### src/rtl/if_id_buffer.sv
// IF/ID pipeline buffer: a 2-entry in-order FIFO of {IR, PC} pairs between fetch and decode.
// Optional performance counters (stall_cnt, flush_cnt) are built when IF_ID_PERF_CNT_EN is defined.
module if_id_buffer #(
    parameter int DATA_W = 32
) (
    input  logic              clk,
    input  logic              reset,
    input  logic              in_valid,
    input  logic [DATA_W-1:0] in_IR,
    input  logic [DATA_W-1:0] in_PC,
    output logic              in_ready,
    output logic              out_valid,
    output logic [DATA_W-1:0] out_IR,
    output logic [DATA_W-1:0] out_PC,
    output logic [DATA_W-1:0] out_nextPC,
    input  logic              out_ready,
    input  logic              flush
`ifdef IF_ID_PERF_CNT_EN
    ,
    output logic [31:0]       stall_cnt,
    output logic [31:0]       flush_cnt
`endif
);

    localparam logic [1:0] CNT_EMPTY = 2'd0;
    localparam logic [1:0] CNT_FULL  = 2'd2;

    logic [1:0]        count_q, count_d;
    logic              rd_ptr_q, rd_ptr_d;
    logic              wr_ptr_q, wr_ptr_d;
    logic [DATA_W-1:0] ir_q [2];
    logic [DATA_W-1:0] pc_q [2];

    logic push;
    logic pop;

    // Handshake flags come from registered occupancy only, so out_ready never reaches in_ready.
    assign in_ready  = (count_q != CNT_FULL);
    assign out_valid = (count_q != CNT_EMPTY);
    assign push      = in_valid && in_ready && !flush;
    assign pop       = out_valid && out_ready && !flush;

    // NOTE: every variable written here gets a default first, so no path can infer a latch.
    always_comb begin
        count_d  = count_q;
        rd_ptr_d = rd_ptr_q;
        wr_ptr_d = wr_ptr_q;
        if (flush) begin
            count_d  = CNT_EMPTY;
            rd_ptr_d = 1'b0;
            wr_ptr_d = 1'b0;
        end else begin
            if (push) begin
                wr_ptr_d = ~wr_ptr_q;
            end
            if (pop) begin
                rd_ptr_d = ~rd_ptr_q;
            end
            unique case ({push, pop})
                2'b10:   count_d = count_q + 2'd1;
                2'b01:   count_d = count_q - 2'd1;
                default: count_d = count_q;
            endcase
        end
    end

    // NOTE: sequential state uses non-blocking assignments so all registers sample the same edge.
    always_ff @(posedge clk or negedge reset) begin
        if (!reset) begin
            count_q  <= CNT_EMPTY;
            rd_ptr_q <= 1'b0;
            wr_ptr_q <= 1'b0;
        end else begin
            count_q  <= count_d;
            rd_ptr_q <= rd_ptr_d;
            wr_ptr_q <= wr_ptr_d;
        end
    end

    // NOTE: the two storage slots are reset too, so the head outputs are defined (never X) after reset.
    always_ff @(posedge clk or negedge reset) begin
        if (!reset) begin
            for (int i = 0; i < 2; i++) begin
                ir_q[i] <= '0;
                pc_q[i] <= '0;
            end
        end else if (push) begin
            ir_q[wr_ptr_q] <= in_IR;
            pc_q[wr_ptr_q] <= in_PC;
        end
    end

    assign out_IR     = ir_q[rd_ptr_q];
    assign out_PC     = pc_q[rd_ptr_q];
    assign out_nextPC = out_PC + DATA_W'(4);

`ifdef IF_ID_PERF_CNT_EN
    logic [31:0] stall_cnt_q, stall_cnt_d;
    logic [31:0] flush_cnt_q, flush_cnt_d;
    logic        stall_event;
    logic        flush_event;

    // A flush only counts when it actually discards something or kills an attempted push.
    assign stall_event = in_valid && !in_ready && !flush;
    assign flush_event = flush && (out_valid || in_valid);

    always_comb begin
        stall_cnt_d = stall_cnt_q;
        flush_cnt_d = flush_cnt_q;
        if (stall_event && (stall_cnt_q != 32'hFFFF_FFFF)) begin
            stall_cnt_d = stall_cnt_q + 32'd1;
        end
        if (flush_event && (flush_cnt_q != 32'hFFFF_FFFF)) begin
            flush_cnt_d = flush_cnt_q + 32'd1;
        end
    end

    always_ff @(posedge clk or negedge reset) begin
        if (!reset) begin
            stall_cnt_q <= '0;
            flush_cnt_q <= '0;
        end else begin
            stall_cnt_q <= stall_cnt_d;
            flush_cnt_q <= flush_cnt_d;
        end
    end

    assign stall_cnt = stall_cnt_q;
    assign flush_cnt = flush_cnt_q;
`endif

endmodule

### config.mk
export PLATFORM = sky130hd
export DESIGN_NAME = if_id_buffer
export DESIGN_NICKNAME = d
export VERILOG_FILES = /design/src/rtl/if_id_buffer.sv
export SDC_FILE = /design/constraint.sdc
export NUM_CORES = 1
export LEC_CHECK = 0
export CORE_ASPECT_RATIO = 1.25
export CORE_MARGIN = 3
export CORE_UTILIZATION = 40
export DETAILED_ROUTE_END_ITERATION = 7
export MAX_ROUTING_LAYER = met4
export PLACE_DENSITY = 0.67
export SYNTH_ARGS = -nofsm -noshare
export SYNTH_HDL_FRONTEND = slang
export SYNTH_SLANG_ARGS = --single-unit
### constraint.sdc
create_clock -name clk -period 8.5 [get_ports clk]
set_clock_uncertainty 0.15 [all_clocks]
set_input_delay 1.275 -clock clk [delete_from_list [all_inputs] [get_ports clk]]
set_output_delay 1.275 -clock clk [all_outputs]
set_load 0.01 [all_outputs]
==> out/metrics.cfg <==
[placement]
hpwl_mm=11.1
io_buffers=166
place.gp.congestion=0.818
placed_area_sq_um=8520
dp_slack_ns=3.97

[cts]
cts_buffers=17
clk_pin_slew_worst_paths_ns=0.05
root_buffer=clkbuf_16
cts_tree=built
clock-sinks=132
h-tree-depth=4
cts.repair.resized=0
clockBufferDepth=2
post-cts-setup-buffers=0
clock_latency_ns=0.41
cts_hold_buf=0

[power_and_ir_drop]
power.total_mw=2.46
cellPowerDensity_nw_per_um2=270
p_leak_nw=3.71
ir_drop_mv=0.134

[global_route]
grt_max_degree=83
grt_pass1_wl_mm=25.4
grt_use_total_pct=18.1
antenna_found_initial=1
grt_pass1_vias=4948
grt-ovfl-total=0

[die]
num_rows=52
coreArea_sq_um=16400
start_util_pct=41.4
dieArea_sq_um=18600
num_io_pins=167
fp.dieH_um=152
die-width_um=123

[setup_path]
cpMaxStageDelayCell=dfrtp_4
crit_type=reg2out
startpoint=rd_ptr_q$_DFFE_PN0P_
crit_required_ns=7.07
cpLargestDelayFamily=buffers and inverters
cp.buffers_inverters=2
critical_path.cell_chain=buf_4 > nand3_4 > o22ai_4 > and4_4 > nand4b_1 > xnor2_1 > clkdlybuf4s50_1
cp_max_fo=55
cp-start-kind=register
crit_arrival_ns=3.55
end_kind=output pin
r2r-start=count_q[0]$_DFFE_PN0P_
critPathMaxStageDelay_ns=0.73

[timing]
setup_ws_ns=3.53
relSlewSlack_pct=29.8
rsz0062_at_grt=false
worstMarginPinSlew_ns=1.05
slew_violations=0
max_freq_ghz=0.201
setup_viol=0
final-hold-violation-count=0
setup_tns_ns=0
period_share_pct=58.5
hold_ws_ns=0.335
finalCriticalPeriod_ns=4.97

[yosys]
syn_nets=562
ys_async_sr_fraction_pct=100
synthSimpleGateAreaFrac_pct=9.16
synth_top_family_by_area=multiplexers
ys_types=57
synth_edf_count=0
synth_compound_area_share_pct=3.65
synthCells=492
synth_seq_cells=132
synth.most_common_cell=mux2_2
synth_commonest_cells=mux2_2, dfrtp_1, nand2_1, xnor2_1
synth_area_leaders=dfrtp_1, mux2_2, xnor2_1
synth_fa_ha_area_share_pct=0.184
synth.area.mux_share_pct=31.0
synth_warnings=0
synthFlopType=dfrtp_1
synth-xor-area-share_pct=3.46
yosysSeqAreaShare_pct=48.6
yosysTopAreaCell=dfrtp_1
synth.avg_cell_area_sq_um=13.8
syn-cell-area_sq_um=6790
synth_top_area_share_pct=48.6

[detailed_routing]
post_drt_wl_per_cell_um=17.8
dr_wl_met3_mm=1.19
drt-initial-drc-count=148
drt_first_pass_iters=4
final_antenna_net_count=0
maxUsedRoutingLayer=met4
num_vias=4495
routed_wl_mm=15.7
via_per_inst=5.08
drt-met1-wl_mm=6.60
drt_drc_violations_left=0
wl_met2_mm=7.81

[cells_and_area]
final_nets=725
synthToLayoutAreaGrowth_pct=34.3
layout-drive-gt1-share_pct=37.0
design_area_sq_um=9120

[outcome]
status=finished, final reports clean

[run]
maxCapViolations=0

[hold_path]
hold_path.class=reg2reg
worstHoldStart=pc_q[0]$_DFFE_PN0P_

-- cells by family (layout without fill, tap and decap cells) --
family,after synthesis,count (layout)
adder cells (fa/ha/maj),1,1
multiplexers,187,187
flip-flops,132,132
XOR/XNOR,26,26
AND/OR/NAND/NOR,87,87
other,0,1
buffers and inverters,32,208
AO/OA/AOI/OAI,27,27
-- flip-flops by register name, summed over array words and instances, names as in the netlist --
| signal | cells |
|---|---|
| pc_q | 64 |
| wr_ptr_q | 1 |
| count_q | 2 |
| rd_ptr_q | 1 |
| ir_q | 64 |
-- cells in the final DEF (no fill, tap or decap), types with 3 or more instances in the layout --
cell / count
o21ai_0: 4
nand3_2: 5
nand2b_1: 3
clkdlybuf4s50_1: 165
a21oi_1: 5
dfrtp_1: 131
clkinv_2: 3
clkbuf_16: 17
buf_4: 4
inv_1: 6
nand4_1: 3
mux2_1: 9
mux2_2: 172
nor2_1: 11
nand3_1: 11
xnor2_1: 16
nand4_2: 4
clkbuf_1: 3
clkbuf_8: 4
xor2_1: 9
nand2_1: 22
mux2i_1: 5
-- power breakdown --
| part | switching (mW) | internal (mW) | leakage [nW] |
|---|---|---|---|
| Sequential | 0.123 | 0.805 | 1.57 |
| Combinational | 0.323 | 0.494 | 1.85 |
| Clock | 0.255 | 0.462 | 0.286 |
-- metal layers --
metal  track usage [%]  up-vias
met5                 -        -
met4              5.04        0
met3              6.61       12
met2              29.9      134
met1              20.9     2254
li1                  -     2095
-- per-stage QoR --
stage / cells / utilization (%)
floorplan: 492 / -
finish: 885 / 55.6
global placement: 852 / 52.0
detailed placement: 852 / 52.0
CTS: 884 / 55.6
global route: 885 / 55.6
-- path summary, 6_finish.rpt --
check / endpoint / slack [ns] / cells after the start
setup reg to reg: pc_q[12]$_DFFE_PN0P_ / 6.20 / 5
hold reg to reg: pc_q[0]$_DFFE_PN0P_ / 0.34 / 1
min in group asynchronous: pc_q[54]$_DFFE_PN0P_ / 0.65 / 1
setup / recovery: out_nextPC[31] / 3.53 / 7
hold / removal: pc_q[0]$_DFFE_PN0P_ / 0.34 / 1
max in group asynchronous: rd_ptr_q$_DFFE_PN0P_ / 5.98 / 2
-- layout make-up --
| class | count | area [sq um] |
|---|---|---|
| clock inverters | 8 | 98.8 |
| flip-flops and latches | 132 | 3310 |
| fillers | 1371 | 7280 |
| inverters | 6 | 22.5 |
| well taps | 216 | 270 |
| diodes | 1 | 2.50 |
| repair buffers | 170 | 1690 |
| clock buffers | 24 | 492 |
| multi-input cells | 328 | 3230 |
Power figures use the tool's default switching activity.
